### config.mk
export PLATFORM = sky130hd
export DESIGN_NAME = wb_stage
export DESIGN_NICKNAME = d
export VERILOG_FILES = /design/src/rtl/wb_pkg.sv /design/src/rtl/wb_stage_load_align.sv /design/src/rtl/wb_stage.sv
export SDC_FILE = /design/constraint.sdc
export NUM_CORES = 1
export LEC_CHECK = 0
export BUFFER_PORTS_ARGS = -buffer_cell sky130_fd_sc_hd__buf_2
export CAP_MARGIN = 20
export CORE_UTILIZATION = 53
export CTS_CLUSTER_SIZE = 14
export DETAILED_ROUTE_END_ITERATION = 8
export PLACE_DENSITY = 0.87
export REMOVE_ABC_BUFFERS = 1
export SYNTH_ARGS = -nofsm -noshare
export SYNTH_HDL_FRONTEND = slang
export SYNTH_HIERARCHICAL = 1
export SYNTH_SLANG_ARGS = --single-unit
export TNS_END_PERCENT = 10
### constraint.sdc
create_clock -name clk -period 4.7 [get_ports clk]
set_input_delay 0.47 -clock clk [delete_from_list [all_inputs] [get_ports clk]]
set_output_delay 0.47 -clock clk [all_outputs]
set_load 0.005 [all_outputs]
### src/rtl/wb_pkg.sv
// Shared types and constants for the writeback stage and the load alignment logic.
package wb_pkg;

    typedef enum logic [1:0] {
        WB_ALU  = 2'b00,
        WB_MEM  = 2'b01,
        WB_PC4  = 2'b10,
        WB_ZERO = 2'b11
    } wb_sel_e;

    localparam logic [2:0] F3_LB  = 3'b000;
    localparam logic [2:0] F3_LH  = 3'b001;
    localparam logic [2:0] F3_LW  = 3'b010;
    localparam logic [2:0] F3_LBU = 3'b100;
    localparam logic [2:0] F3_LHU = 3'b101;

    typedef enum logic {
        S_IDLE     = 1'b0,
        S_WAIT_MEM = 1'b1
    } state_e;

endpackage

### src/rtl/wb_stage_load_align.sv
// Combinational load extraction: picks a byte/half/word from an aligned read word
// and sign- or zero-extends it according to funct3.
module load_align
    import wb_pkg::*;
#(
    parameter int DATA_WIDTH = 32
) (
    input  logic [2:0]            funct3,
    input  logic [1:0]            offset,
    input  logic [DATA_WIDTH-1:0] word,
    output logic [DATA_WIDTH-1:0] data
);

    logic [7:0]  byte_sel;
    logic [15:0] half_sel;

    // NOTE: combinational blocks use blocking assignments and give every output a
    // default first, so no path can leave a value unassigned and infer a latch.
    always_comb begin
        byte_sel = word[7:0];
        case (offset)
            2'd1:    byte_sel = word[15:8];
            2'd2:    byte_sel = word[23:16];
            2'd3:    byte_sel = word[31:24];
            default: byte_sel = word[7:0];
        endcase
    end

    // Halfword loads look only at offset[1]; a misaligned offset[0] is ignored.
    assign half_sel = offset[1] ? word[31:16] : word[15:0];

    // Reserved encodings fall through to a full-word load.
    always_comb begin
        data = word;
        case (funct3)
            F3_LB:   data = {{(DATA_WIDTH-8){byte_sel[7]}}, byte_sel};
            F3_LBU:  data = {{(DATA_WIDTH-8){1'b0}}, byte_sel};
            F3_LH:   data = {{(DATA_WIDTH-16){half_sel[15]}}, half_sel};
            F3_LHU:  data = {{(DATA_WIDTH-16){1'b0}}, half_sel};
            F3_LW:   data = word;
            default: data = word;
        endcase
    end

endmodule

### src/rtl/wb_stage.sv
// Writeback stage: retires instructions from MEM, waits for load data when needed,
// and drives the register file write port with a one-cycle retire pulse.
module wb_stage
    import wb_pkg::*;
#(
    parameter int DATA_WIDTH     = 32,
    parameter int REG_ADDR_WIDTH = 5
) (
    input  logic                      clk,
    input  logic                      rst,
    input  logic                      in_valid_i,
    output logic                      in_ready_o,
    input  logic                      in_reg_write_i,
    input  logic [REG_ADDR_WIDTH-1:0] in_rd_i,
    input  logic [1:0]                in_wb_sel_i,
    input  logic [DATA_WIDTH-1:0]     in_alu_result_i,
    input  logic [DATA_WIDTH-1:0]     in_pc_plus4_i,
    input  logic [2:0]                in_funct3_i,
    input  logic                      mem_rvalid_i,
    input  logic [DATA_WIDTH-1:0]     mem_rdata_i,
    output logic                      rf_write_en_o,
    output logic [REG_ADDR_WIDTH-1:0] rf_addr_w_o,
    output logic [DATA_WIDTH-1:0]     rf_data_w_o,
    output logic                      retire_o,
    output logic                      busy_o
);

    state_e state, state_next;
    wb_sel_e in_wb_sel;

    logic                      accept;
    logic [REG_ADDR_WIDTH-1:0] rd_q;
    logic                      reg_write_q;
    logic [2:0]                funct3_q;
    logic [1:0]                offset_q;

    logic [DATA_WIDTH-1:0]     sel_result;
    logic [DATA_WIDTH-1:0]     load_data;

    logic                      fire;
    logic                      fire_reg_write;
    logic [REG_ADDR_WIDTH-1:0] fire_rd;
    logic [DATA_WIDTH-1:0]     fire_data;
    logic                      fire_we;

    assign in_wb_sel  = wb_sel_e'(in_wb_sel_i);
    assign in_ready_o = (state == S_IDLE);
    assign busy_o     = (state == S_WAIT_MEM);
    assign accept     = in_valid_i & in_ready_o;

    always_comb begin
        sel_result = '0;
        case (in_wb_sel)
            WB_ALU:  sel_result = in_alu_result_i;
            WB_PC4:  sel_result = in_pc_plus4_i;
            default: sel_result = '0;
        endcase
    end

    load_align #(
        .DATA_WIDTH (DATA_WIDTH)
    ) u_load_align (
        .funct3 (funct3_q),
        .offset (offset_q),
        .word   (mem_rdata_i),
        .data   (load_data)
    );

    always_ff @(posedge clk) begin
        if (rst) begin
            state <= S_IDLE;
        end else begin
            state <= state_next;
        end
    end

    // Next state plus the write that completes this cycle (non-load on accept,
    // load on its read response).
    always_comb begin
        state_next     = state;
        fire           = 1'b0;
        fire_reg_write = 1'b0;
        fire_rd        = '0;
        fire_data      = '0;
        case (state)
            S_IDLE: begin
                if (accept) begin
                    if (in_wb_sel == WB_MEM) begin
                        state_next = S_WAIT_MEM;
                    end else begin
                        fire           = 1'b1;
                        fire_reg_write = in_reg_write_i;
                        fire_rd        = in_rd_i;
                        fire_data      = sel_result;
                    end
                end
            end
            S_WAIT_MEM: begin
                if (mem_rvalid_i) begin
                    state_next     = S_IDLE;
                    fire           = 1'b1;
                    fire_reg_write = reg_write_q;
                    fire_rd        = rd_q;
                    fire_data      = load_data;
                end
            end
            default: state_next = S_IDLE;
        endcase
    end

    assign fire_we = fire & fire_reg_write & (fire_rd != '0);

    // NOTE: these capture registers carry no reset; they are only read in
    // WAIT_MEM, which is always entered through an accept that loads them.
    always_ff @(posedge clk) begin
        if (accept) begin
            rd_q        <= in_rd_i;
            reg_write_q <= in_reg_write_i;
            funct3_q    <= in_funct3_i;
            offset_q    <= in_alu_result_i[1:0];
        end
    end

    // Address and data only move on a real write, so they hold otherwise.
    always_ff @(posedge clk) begin
        if (rst) begin
            rf_write_en_o <= 1'b0;
            retire_o      <= 1'b0;
            rf_addr_w_o   <= '0;
            rf_data_w_o   <= '0;
        end else begin
            rf_write_en_o <= fire_we;
            retire_o      <= fire;
            if (fire_we) begin
                rf_addr_w_o <= fire_rd;
                rf_data_w_o <= fire_data;
            end
        end
    end

endmodule

[After elaboration in Yosys (flattened, before gate mapping)]
Cells that the tools add are included.
Word-level totals
  output and inout port bits: 41
  register bits: 51
  word-level logic and storage cells: 48
Cells by class
  reduce and logical (&&, ||, !) cells: 3
  equal/unequal tests: 8
  multiplexer cells: 24
  bitwise logic cells: 4
Operator list (count)
  $pmux 32 s2: 2
  $pmux 32 s4: 1
  $mux 32: 3
  $pmux 8 s3: 1
  $mux 16: 1
  $mux 5: 3
  $pmux 5 s2: 1
  $mux 1: 9
  $eq 2x2->1 const B: 3
  $eq 3x3->1 const B: 2
  $pmux 1 s2: 3
  $reduce_bool 5->1: 1
  $eq 2x1->1 const B: 2
  $and 1x1->1: 3
  $eq 3x1->1 const B: 1
  $logic_not 3->1: 1
  $logic_not 2->1: 1
  $not 1->1: 1

[Depth between registers and ports, before layout]
  depth after elaboration: 6
  mapped depth: 9

[By module]
Netlist, hierarchy kept.
By module, submodules not included
  wb_stage: area each 3024.2 um2, seq. area each 1131.1 um2, times used 1, cells an instance 279
  load_align: area each 668.1 um2, seq. area each 0.0 um2, times used 1, cells an instance 111

[Worst setup path after synthesis]
OpenSTA, ideal clock, no wires.
  path kind: input-to-reg
  start: input port mem_rdata_i[31]
  end: register rf_data_w_o[12]
  data arrival time: 1.946 ns
  stages: 7
  path slack: 2.632 ns
  cell sequence: mux4_2 and3b_1 clkbuf_1 a221o_1 a2bb2oi_1 nor2_1 mux2_4
On the way
  cells in the longest elaborated chain, start to end: 4
Ends and longest elaborated chain
  start, declared: RTL line wb_stage.sv:20  | input logic [DATA_WIDTH-1:0] mem_rdata_i,
  $pmux 8 s3: RTL line wb_stage_load_align.sv:21  | case (offset)
  $pmux 32 s4: RTL line wb_stage_load_align.sv:35  | case (funct3)
  via load_data[12]: RTL line wb_stage.sv:38  | logic [DATA_WIDTH-1:0] load_data;
  $mux 32: RTL line wb_stage.sv:99  | if (mem_rvalid_i) begin
  $pmux 32 s2: RTL line wb_stage.sv:85  | case (state)
  end signal, assigned: RTL line wb_stage.sv:136  | rf_data_w_o <= fire_data;
  end, declared: RTL line wb_stage.sv:23  | output logic [DATA_WIDTH-1:0] rf_data_w_o,
The timed path passes the listed nets, and every way through them passes these cells.
A chain may end at the register's enable or synchronous reset.

[Worst setup path in the final report]
  start: register funct3_q[0]
  end: register rf_data_w_o[1]
On the way
  cells in the longest elaborated chain, start to end: 4
  elaborated cells on any way between the ends: 7
  those cells by class: 3 x eq/ne; 3 x mux; 1 x reduce/logical
Ends and longest elaborated chain
  start, declared: RTL line wb_stage.sv:34  | logic [2:0] funct3_q;
  start signal, assigned: RTL line wb_stage.sv:119  | funct3_q <= in_funct3_i;
  $eq 3x3->1 (tied with other cells): RTL line wb_stage_load_align.sv:35
  $pmux 32 s4 (*): RTL line wb_stage_load_align.sv:35
  via load_data[1]: RTL line wb_stage.sv:38
  $mux 32 (*): RTL line wb_stage.sv:99
  $pmux 32 s2 (*): RTL line wb_stage.sv:85
The timed path passes the listed nets; every way through them passes the cells marked *.

==> impl_results.rst <==
.. list-table::
   :header-rows: 1

   * - Metric
     - Value
   * - Clock Skew
     - 4.31 ps
   * - Placed insts
     - 586
   * - Routability-driven placement congestion ratio
     - between 0.8 and 0.9
   * - Worst setup slack for register-to-register paths
     - between 2000 and 2500 ps
   * - Quantity of hold-fixing buffers added after cts
     - 0
   * - Number of distinct library cells after synthesis
     - between 40 and 50
   * - Count of buffers inserted at the top-level ports
     - 151
   * - Minimum clock period after layout
     - 2640 ps
   * - Max stage delay cell, worst path
     - nor2b_1
   * - TritonCTS Sinks
     - 51
   * - Worst hold path type
     - primary input to flop
   * - Number of pins with negative max-slew slack in the final report
     - 0
   * - Die X
     - 85.5 um
   * - First-pass GRT wire length
     - 15,200 um
   * - Buf+Inv Stages, Crit Path
     - 0
   * - Critical path, cell by cell
     - nor2b_1 > nor2_1 > a22oi_1 > o21ai_1 > a2bb2oi_1 > nor2_1 > mux2_4
   * - Net count, final
     - 626
   * - Maximum vdd drop
     - 0.126 mV
   * - Post-synth EDFFs
     - 11
   * - RR Endpoint
     - rf_data_w_o[1]
   * - Half-perimeter wire length of the detailed placement result
     - 6820 um
   * - Static leakage
     - 2.43 nW
   * - Total inserted antenna cells
     - 0
   * - Most common cell type on the critical path
     - nor2_1
   * - Post-cts sizing count
     - 0
   * - Crit Reg-Reg Startpoint
     - funct3_q[0]
   * - Mapped Cells
     - 390
   * - Mean instance size in the synthesized netlist
     - 9.47 um2
   * - Kind of end point of the critical path
     - flop
   * - Final wirelength
     - 9810 um
   * - Critical path arrival
     - 2850 ps
   * - Htree depth
     - 2
   * - Period utilisation layout
     - 56.1%
   * - Number of core rows
     - 30
   * - Asr flop ratio synth
     - 0%
   * - Final cell count without fillers
     - 596
   * - Post-CTS Repair Setup Buffers
     - 0
   * - Yosys warnings
     - 6
   * - Beginning of the critical path
     - funct3_q[0]
   * - Crit path max fanout
     - 15
   * - Crit. path cell count
     - 7
   * - Worst Max-Slew Pin Slew
     - 1150 ps
   * - CTS tree
     - done
   * - Wire length per cell
     - 16.5 um
   * - Number of DRC markers in iteration 0
     - ~200
   * - Cell area after synthesis
     - 3690 um2
   * - Clock-pin slew reported for the worst setup and hold paths after clock tree synthesis
     - 100 ps
   * - Top FF cell, synth
     - dfxtp_1
   * - Cell at the root of the clock tree
     - clkbuf_8
   * - Power per cell area
     - between 200 and 250 nW/um2
   * - Vias in the first global route
     - 3,304
   * - Worst slew margin
     - 23.1%
   * - Worst setup endpoint
     - rf_data_w_o[1]
   * - Total global routing overflow
     - 0
   * - Global router's overall resource usage
     - 26.1%
   * - Maximum Capacitance Violations
     - 0
   * - Maximum single-stage delay on the critical path
     - 700 ps
   * - I/O pins
     - 152
   * - Max Root-Sink Buffers
     - 2
   * - Skew-Pair Late Insertion Delay
     - 310 ps
   * - Number of buffers created by CTS
     - 5
   * - Final ANT Viol Nets
     - 0
   * - Initial cell density of the core
     - 54.6%
   * - Number of hold violations in the final report
     - 0
   * - Post-Route Setup TNS
     - 0 ps
   * - Die Area
     - 7300 um2
   * - Floorplan core area
     - 6760 um2
   * - Startpoint type of the worst setup path
     - flop
   * - Worst path top cell family by delay
     - simple AND/OR/NAND/NOR gates
   * - Max frequency
     - ~0.38 GHz
   * - Drt pass-1 iters
     - 4
   * - Data required time of the critical path
     - 4910 ps
   * - Number of storage elements in the synthesis netlist
     - 51
   * - Sequential element share of the synthesized area
     - 30.6%
   * - Filler cell count
     - 578
   * - Most common library cell in the layout ignoring fill and taps
     - buf_2
   * - Unrepaired setup endpoints after global routing
     - no
   * - Multi-input gate area
     - 2290 um2
   * - Setup-violating endpoint count in the final report
     - 0
   * - Critical path start-end classification
     - flop to flop
   * - Run status
     - finished clean
   * - Die height
     - 85.5 um
   * - Worst Reg2Reg Path Length in Cells
     - 7
   * - Number of antenna violations at the first check in global routing
     - 0
   * - Area used by sequential logic in the layout
     - roughly 1100 um2
   * - Via count of the routed design
     - ~3.4k
   * - Share of post-route cells with drive strength above 1
     - 42.8%
   * - Most frequent cells in the layout
     - buf_2, dfxtp_1, nor2_1, nand2_1, mux2i_1
   * - DRC violation count after routing
     - 0
   * - Growth of design area from synthesis to finish
     - 21.9%
   * - Detail-routed via count per cell
     - approximately 5.7
   * - Largest net degree at the start of global routing
     - 73
[routing by layer]
| metal | wire length, um | vias to the layer above | track usage (%) |
|---|---|---|---|
| met5 | 0 | - | 0 |
| met4 | 356 | 0 | 13.2 |
| met3 | 648 | 36 | 4.67 |
| met2 | 4730 | 158 | 44.0 |
| met1 | 4080 | 1562 | 31.8 |
| li1 | - | 1657 | - |
[worst min-delay path by stage]
stage,depth (start not counted),startpoint,slack (ps),end
CTS,1,in_funct3_i[2],320,funct3_q[2]
finish,1,in_funct3_i[0],330,funct3_q[0]
global route,1,in_funct3_i[2],320,funct3_q[2]
detailed placement,1,rf_addr_w_o[3],470,rf_addr_w_o[3]
global placement,2,rf_addr_w_o[2],460,rf_addr_w_o[2]
floorplan,2,rf_addr_w_o[2],450,rf_addr_w_o[2]
[worst register-to-register path: cells and delay by family, from the launching register on]
family / cells / cell delay [ps]
multiplexers: 1 / 260
flip-flops: 1 / 610
AND/OR/NAND/NOR: 3 / 1110
AO/OA/AOI/OAI: 3 / 560
[area by class of cell]
type | instances | share of cell area (%)
well taps | 80 | 2.22
clock inverters | 3 | 1.50
multi-input cells | 296 | 50.8
inverters | 5 | 0.417
repair buffers | 156 | 18.4
flip-flops and latches | 51 | 25.1
clock buffers | 5 | 1.53
[logic make-up (layout without fill, tap and decap cells)]
kind of cell           after synthesis  after routing  share of synthesized area [%]
DFF                                 51             51                           30.6
muxes                               67             67                           22.1
and+or+nand+nor                    133            133                           19.0
buffers and inverters               43            169                           7.45
AOI/OAI and AO/OA                   96             96                           20.8
[sequential cells by signal (all words and copies together) (netlist names)]
signal         count
funct3_q           3
busy_o             1
reg_write_q        1
rf_write_en_o      1
rd_q               5
offset_q           2
rf_data_w_o       32
retire_o           1
rf_addr_w_o        5
[power by group]
part,switching (mW),total [mW],internal (mW)
Sequential,0.0123,0.472,0.460
Combinational,0.116,0.239,0.123
Clock,0.157,0.370,0.212
Total,0.286,1.08,0.795
[synth_stat cells (4+ instances only)]
master	n	area share [%]
a21o_1	19	3.9
a21oi_1	7	0.95
a221o_1	8	2.2
a22oi_1	7	1.4
a2bb2oi_1	33	7.8
a31o_2	4	0.95
and2b_1	7	1.4
and2b_2	13	3.1
buf_2	5	0.68
clkbuf_1	20	2.0
dfxtp_1	40	22
edfxtp_1	11	8.9
inv_1	5	0.51
mux2_2	7	2.1
mux2_4	25	10
mux2i_1	34	9.2
nand2_1	38	3.9
nand2b_1	7	1.2
nand3_1	4	0.54
nor2_1	38	3.9
nor2b_1	16	2.7
o21ai_1	9	1.2
[stage by stage]
step	power [mW]	area (um2)	worst slack [ps]	hold slack [ps]	utilization (%)
after floorplan	0.609	3440	1720	454	-
after global placement	0.705	4320	2020	457	63.9
after detailed placement	0.712	4320	1960	472	63.9
after CTS	1.08	4450	2060	322	65.9
after global routing	1.12	4500	1920	321	66.6
final	1.08	4500	2060	330	66.6
(Power assumes the default switching activity.)
